**src/rtl/telemetry_csr_ctrl.sv**
```systemverilog
// telemetry_csr_ctrl
//   Bus-side controller for the telemetry counter block (mcycle, minstret, stall).
//   It presents the 64-bit counters as 32-bit registers behind a valid/ready
//   request/response port. LO reads take a coherent snapshot. Writes load the
//   counters or update CTRL/STATUS. It also drives the counter enable.
//   Optional feature macro: TELEM_OVF_IRQ_EN. It enables overflow STATUS and irq.
//   With the macro undefined, STATUS reads 0 and irq is tied low.
module telemetry_csr_ctrl #(
   parameter int WIDTH = 64
) (
   input  logic             clk,
   input  logic             rst_n,
   input  logic             req_valid,
   output logic             req_ready,
   input  logic             req_we,
   input  logic [2:0]       req_addr,
   input  logic [31:0]      req_wdata,
   output logic             rsp_valid,
   input  logic             rsp_ready,
   output logic [31:0]      rsp_rdata,
   input  logic             dbg_halt,
   input  logic [WIDTH-1:0] cnt_mcycle,
   input  logic [WIDTH-1:0] cnt_minstret,
   input  logic [WIDTH-1:0] cnt_stall,
   output logic             cycle_en,
   output logic [2:0]       cnt_ld,
   output logic             cnt_ld_hi,
   output logic [31:0]      cnt_ld_data,
   output logic             irq
);

   localparam logic [2:0] ADDR_CTRL   = 3'd6;
   localparam logic [2:0] ADDR_STATUS = 3'd7;

`ifdef TELEM_OVF_IRQ_EN
   localparam int LATCH_W = 3;   // CTRL bits plus STATUS clear bits
`else
   localparam int LATCH_W = 2;   // CTRL bits only
`endif

   typedef enum logic [1:0] {ST_IDLE = 2'd0, ST_EXEC = 2'd1, ST_RESP = 2'd2} state_t;

   state_t             r_state;
   logic               r_req_ready;
   logic               r_rsp_valid;
   logic [31:0]        r_rsp_rdata;
   logic               r_we;
   logic [2:0]         r_addr;
   logic [LATCH_W-1:0] r_wdata;
   logic [2:0]         r_cnt_ld;
   logic               r_cnt_ld_hi;
   logic [31:0]        r_cnt_ld_data;
   logic [1:0]         r_ctrl;        // [0] INH, [1] HALT_FREEZE
   logic [WIDTH-1:0]   r_shadow [3];
   logic [2:0]         r_shv;         // shadow valid per counter

   logic [WIDTH-1:0]   w_live;
   logic [WIDTH-1:0]   w_shadow;
   logic               w_shv;
   logic [63:0]        w_live_ext;
   logic [63:0]        w_shadow_ext;
   logic [2:0]         w_sel;
   logic [2:0]         w_status;
   logic [31:0]        w_rd_data;

   // One-hot counter select from the word-pair index; indices 3 (CTRL/STATUS) select nothing.
   function automatic logic [2:0] sel3(input logic [1:0] idx);
      logic [2:0] s;
      case (idx)
         2'd0:    s = 3'b001;
         2'd1:    s = 3'b010;
         2'd2:    s = 3'b100;
         default: s = 3'b000;
      endcase
      return s;
   endfunction

   assign w_sel = sel3(r_addr[2:1]);

   // Select the addressed counter and its shadow, then form the read data.
   always_comb begin
      w_live   = '0;
      w_shadow = '0;
      w_shv    = 1'b0;
      case (r_addr[2:1])
         2'd0: begin
            w_live   = cnt_mcycle;
            w_shadow = r_shadow[0];
            w_shv    = r_shv[0];
         end
         2'd1: begin
            w_live   = cnt_minstret;
            w_shadow = r_shadow[1];
            w_shv    = r_shv[1];
         end
         2'd2: begin
            w_live   = cnt_stall;
            w_shadow = r_shadow[2];
            w_shv    = r_shv[2];
         end
         default: begin
            w_live   = '0;
            w_shadow = '0;
            w_shv    = 1'b0;
         end
      endcase
      // Zero-extend to 64 so HI words of narrower counters read upper zeros.
      w_live_ext   = 64'(w_live);
      w_shadow_ext = 64'(w_shadow);
      case (r_addr)
         3'd0, 3'd2, 3'd4: w_rd_data = w_live_ext[31:0];
         3'd1, 3'd3, 3'd5: w_rd_data = w_shv ? w_shadow_ext[63:32] : w_live_ext[63:32];
         ADDR_CTRL:        w_rd_data = {30'd0, r_ctrl};
         ADDR_STATUS:      w_rd_data = {29'd0, w_status};
         default:          w_rd_data = 32'd0;
      endcase
   end

   // Request/response FSM with registered outputs, CTRL register and snapshot shadows.
   always_ff @(posedge clk or negedge rst_n) begin
      if (!rst_n) begin
         r_state       <= ST_IDLE;
         r_req_ready   <= 1'b1;
         r_rsp_valid   <= 1'b0;
         r_rsp_rdata   <= 32'd0;
         r_we          <= 1'b0;
         r_addr        <= 3'd0;
         r_wdata       <= '0;
         r_cnt_ld      <= 3'b000;
         r_cnt_ld_hi   <= 1'b0;
         r_cnt_ld_data <= 32'd0;
         r_ctrl        <= 2'b10;
         r_shv         <= 3'b000;
         for (int i = 0; i < 3; i++) begin
            r_shadow[i] <= '0;
         end
      end else begin
         case (r_state)
            ST_IDLE: begin
               if (req_valid && r_req_ready) begin
                  r_req_ready <= 1'b0;
                  r_we        <= req_we;
                  r_addr      <= req_addr;
                  r_wdata     <= req_wdata[LATCH_W-1:0];
                  r_state     <= ST_EXEC;
                  // Load strobe is raised here so it is high for exactly the EXEC cycle.
                  if (req_we && (req_addr < ADDR_CTRL)) begin
                     r_cnt_ld      <= sel3(req_addr[2:1]);
                     r_cnt_ld_hi   <= req_addr[0];
                     r_cnt_ld_data <= req_wdata;
                  end
               end
            end
            ST_EXEC: begin
               r_cnt_ld    <= 3'b000;
               r_rsp_valid <= 1'b1;
               r_rsp_rdata <= r_we ? 32'd0 : w_rd_data;
               r_state     <= ST_RESP;
               if (r_we && (r_addr == ADDR_CTRL)) begin
                  r_ctrl <= r_wdata[1:0];
               end
               // LO read captures a snapshot; HI read or any load invalidates it.
               if (w_sel != 3'b000) begin
                  if (!r_we && !r_addr[0]) begin
                     r_shv <= r_shv | w_sel;
                  end else begin
                     r_shv <= r_shv & ~w_sel;
                  end
               end
               for (int i = 0; i < 3; i++) begin
                  if (w_sel[i] && !r_we && !r_addr[0]) begin
                     r_shadow[i] <= w_live;
                  end
               end
            end
            ST_RESP: begin
               if (rsp_ready) begin
                  r_rsp_valid <= 1'b0;
                  r_req_ready <= 1'b1;
                  r_state     <= ST_IDLE;
               end
            end
            default: begin
               r_state     <= ST_IDLE;
               r_req_ready <= 1'b1;
               r_rsp_valid <= 1'b0;
               r_cnt_ld    <= 3'b000;
            end
         endcase
      end
   end

`ifdef TELEM_OVF_IRQ_EN
   logic [2:0] r_msb_prev;
   logic [2:0] r_ld_prev;
   logic [2:0] r_status;
   logic       r_irq;
   logic [2:0] w_msb_now;
   logic [2:0] w_wrap;
   logic [2:0] w_status_clr;
   logic [2:0] w_status_nxt;

   assign w_msb_now = {cnt_stall[WIDTH-1], cnt_minstret[WIDTH-1], cnt_mcycle[WIDTH-1]};
   // A 1->0 MSB transition is a wrap unless it was caused by a load.
   assign w_wrap    = r_msb_prev & ~w_msb_now & ~r_ld_prev;
   assign w_status_clr = (r_state == ST_EXEC && r_we && r_addr == ADDR_STATUS) ? r_wdata : 3'b000;
   // Set has priority over a same-cycle write-1-to-clear.
   assign w_status_nxt = (r_status & ~w_status_clr) | w_wrap;

   // Overflow tracking: MSB history, load history, sticky STATUS and registered irq.
   always_ff @(posedge clk or negedge rst_n) begin
      if (!rst_n) begin
         r_msb_prev <= 3'b000;
         r_ld_prev  <= 3'b000;
         r_status   <= 3'b000;
         r_irq      <= 1'b0;
      end else begin
         r_msb_prev <= w_msb_now;
         r_ld_prev  <= r_cnt_ld;
         r_status   <= w_status_nxt;
         r_irq      <= |w_status_nxt;
      end
   end

   assign w_status = r_status;
   assign irq      = r_irq;
`else
   assign w_status = 3'b000;
   assign irq      = 1'b0;
`endif

   assign cycle_en    = !r_ctrl[0] && !(r_ctrl[1] && dbg_halt);
   assign req_ready   = r_req_ready;
   assign rsp_valid   = r_rsp_valid;
   assign rsp_rdata   = r_rsp_rdata;
   assign cnt_ld      = r_cnt_ld;
   assign cnt_ld_hi   = r_cnt_ld_hi;
   assign cnt_ld_data = r_cnt_ld_data;

endmodule
```
**config.mk**
```make
export PLATFORM = sky130hd
export DESIGN_NAME = telemetry_csr_ctrl
export DESIGN_NICKNAME = d
export VERILOG_FILES = /design/src/rtl/telemetry_csr_ctrl.sv
export SDC_FILE = /design/constraint.sdc
export NUM_CORES = 1
export LEC_CHECK = 0
export CAP_MARGIN = 10
export CORE_MARGIN = 8
export CORE_UTILIZATION = 50
export CTS_CLUSTER_DIAMETER = 150
export DETAILED_ROUTE_END_ITERATION = 16
export PLACE_DENSITY = 0.86
export SLEW_MARGIN = 20
export SYNTH_ARGS = -nofsm -noshare
export SYNTH_HDL_FRONTEND = slang
export SYNTH_SLANG_ARGS = --single-unit
export TNS_END_PERCENT = 50
```
**constraint.sdc**
```tcl
create_clock -name clk -period 5.1 [get_ports clk]
set_input_delay 0.51 -clock clk [delete_from_list [all_inputs] [get_ports clk]]
set_output_delay 0.51 -clock clk [all_outputs]
set_load 0.05 [all_outputs]
```
==> flow_summary.toml <==
[routing]
viasPerCell = 5.97
wl_um = 29800
postRouteAntennaNets = 0
wl_per_cell_um = 21.8
vias = 8149
drt_first_iter_violations = 574
drc_errors = 0
drt_pre_antenna_iters = 4

[setup_path]
startpoint_type = "register"
critPathKind = "register to register"
critPathArrivalTime_ns = 3.46
end_kind = "register"
critPathMaxFanout = 89
critPathRequiredTime_ns = 5.37

[grt]
track_usage_pct = 25.3
grt_pass1_vias = 8655
grt_pass1_wl_um = 47400
grt_max_degree = 97
antenna_found_initial = 1
overflow = 0

[sta]
max_slew_margin_pct = 23.2
rsz0062_at_grt = "no"
finalHoldViolCount = 0
fin_skew_ns = 0.00637
period_share_pct = 62.5
final_max_slew_viol_count = 0
setup_viol = 0
max_freq_mhz = 314
worst_slew_pin_slew_ns = 1.15
fin_crit_ns = 3.19
final.setup.tns_ns = 0

[synthesis]
synth_edf_count = 0
synth_compound_area_share_pct = 17.6
async_flop_share_pct = 100
synth_common_cells = "dfrtp_1 (177), nor2_1 (116), mux2i_1 (98), mux2_2 (84), a211oi_1 (69)"
seq_area_frac_synth_pct = 48.0
ys.flop_type = "dfrtp_1"
synth.cell_area_sq_um = 9350
syn-mean-instance-area_sq_um = 10.8
yosys.area.top_type = "dfrtp_1"
yosys.area.top_type_share_pct = 47.4
synth_most_common_cell = "dfrtp_1"
synthAdderAreaFrac_pct = 0
syn_nets = 1099
synth_top_family_by_area = "multiplexers"
yosys_warnings = 0
synth-xor-area-share_pct = 0
synth_seq_cells = 179
netlist-cell-type-count = 43
muxShareOfSynthArea_pct = 20.6
synthTopCellsByArea = "dfrtp_1 (47%), mux2i_1 (10%), mux2_2 (10%), a211oi_1 (5.5%), nor2_1 (4.7%)"
synth-simple-area-share_pct = 9.65
synth_cells = 866

[final_layout]
regArea_sq_um = 4490
fin_nets = 1350
area_growth_pct = 39.4
stdcell_area_sq_um = 13000
nFillCells = 1342
multiInputGateArea_sq_um = 4530
drive_above_1_share_pct = 12.4

[power_and_ir_drop]
p_int_w = 0.00419
leakage_nw = 5.28
p_per_area_nw_per_um2 = 560
sequentialPowerShare_pct = 31.6
p_sw_share_pct = 42.5
p_clk_share_pct = 18.6
peakVddDrop_mv = 0.317
power.switching_w = 0.00310
p_comb_share_pct = 49.7

[clocking]
path_clk_slew_ns = 0.07
postCtsSetupRepairBufs = 0
clock_sinks = 179
cts_tree = "yes"
cts_max_level = 4
root_buffer = "clkbuf_16"
post_cts_resized = 0
cts_made_buffers = 17
cts_max_path_buffers = 2
holdBufCountCts = 0
clock_latency_ns = 0.43

[die]
fp.coreArea_sq_um = 18500
die_h_um = 153
io_pins = 305
start_util_pct = 50.5
die-width_um = 153
die_area_sq_um = 23300
rows = 50

[flow_run]
cap_violations = 0

[placement]
numPortBuffers = 303
dpl_cell_area_sq_um = 12400
gp_congestion = 0.793
dp_hpwl_um = 20100

[hold_path]
min_path_type = "input port to asynchronous set/reset pin"

[outcome]
status = "finished clean"
worst max-delay path, cell delays in order (launching register included):
cell	delay, ns
dfrtp_4	0.77
buf_4	0.84
nand2_1	0.31
nand3_2	0.76
o21ai_0	0.22
cells by family after synthesis:
family / after synthesis
AOI/OAI and AO/OA: 224
buffers and inverters: 78
DFF: 179
muxes: 182
other: 1
and+or+nand+nor: 202
registers in the layout (all words and copies together), names as in the netlist, named ones only:
| signal | cells |
|---|---|
| cnt_ld | 3 |
| cnt_ld_data | 32 |
| cnt_ld_hi | 1 |
| r_addr | 3 |
| r_ctrl | 2 |
| r_shadow | 96 |
| r_state | 2 |
| r_wdata | 2 |
| r_we | 1 |
| req_ready | 1 |
| rsp_rdata | 32 |
| rsp_valid | 1 |
layer usage:
metal	GRT usage, %	part of all wire, %	vias up
li1	-	-	3740
met1	29.5	39	4013
met2	42.1	49	368
met3	10.5	10	28
met4	7.54	1.3	0
met5	0	0	-
cell type report:
class                      count  area share [%]
clock inverter                 8           0.950
antenna                        1          0.0192
clock buffer                  24            3.77
sequential                   179            34.4
multi-input combinational    609            34.8
timing repair buffer         310            23.8
tap                          234            2.25
power groups by stage:
stage | logic [W] | registers [W] | clock network (W)
floorplan | 0.00180 | 0.00297 | 0
global placement | 0.00356 | 0.00229 | 0
detailed placement | 0.00363 | 0.00232 | 0
CTS | 0.00365 | 0.00230 | 0.00138
global route | 0.00388 | 0.00237 | 0.00144
finish | 0.00363 | 0.00231 | 0.00136
through the flow:
step | utilization [%] | instances | setup WS (ns) | hold WS (ns) | total power, W
after floorplan | - | 866 | 3.17 | 0.214 | 0.00477
after global placement | 67.0 | 1332 | 2.10 | 0.455 | 0.00585
after detailed placement | 67.0 | 1332 | 1.98 | 0.460 | 0.00595
after CTS | 70.4 | 1364 | 1.98 | 0.145 | 0.00733
after global routing | 70.4 | 1365 | 1.67 | 0.153 | 0.00770
final | 70.4 | 1365 | 1.91 | 0.113 | 0.00729
layout by cell type (no fill, tap or decap), types with 2 or more instances in the layout:
master	netlist	routed
a211oi_1	69	69
a21oi_1	16	16
a22oi_1	32	32
a2bb2oi_1	3	3
buf_4	8	6
bufinv_16	0	3
clkbuf_1	32	3
clkbuf_16	0	17
clkbuf_8	0	4
clkdlybuf4s50_1	0	302
clkinv_2	0	2
clkinvlp_4	0	2
dfrtp_1	177	175
dfrtp_4	0	2
dfstp_2	2	2
mux2_2	84	84
mux2i_1	98	98
nand2_1	47	46
nand2b_1	4	3
nor2_1	116	116
nor4_1	15	15
o211ai_1	2	2
o21ai_0	24	24
o22ai_1	2	2
o2bb2ai_1	34	33
o31ai_1	28	28
o41ai_1	11	11
or3_1	3	3
or4b_2	2	2
final timing paths:
check	start	endpoint	cells after the start	slack (ns)
setup / recovery	r_addr[1]	rsp_rdata[20]	4	1.91
setup reg to reg	r_addr[1]	rsp_rdata[20]	4	1.91
min in group clk	r_shadow[184]	r_shadow[184]	2	0.48
hold reg to reg	r_shadow[184]	r_shadow[184]	2	0.48
max in group asynchronous	rst_n	r_addr[2]	2	3.98
hold / removal	rst_n	cnt_ld_data[28]	1	0.11
Note: power is estimated with default switching activity, not from simulation.
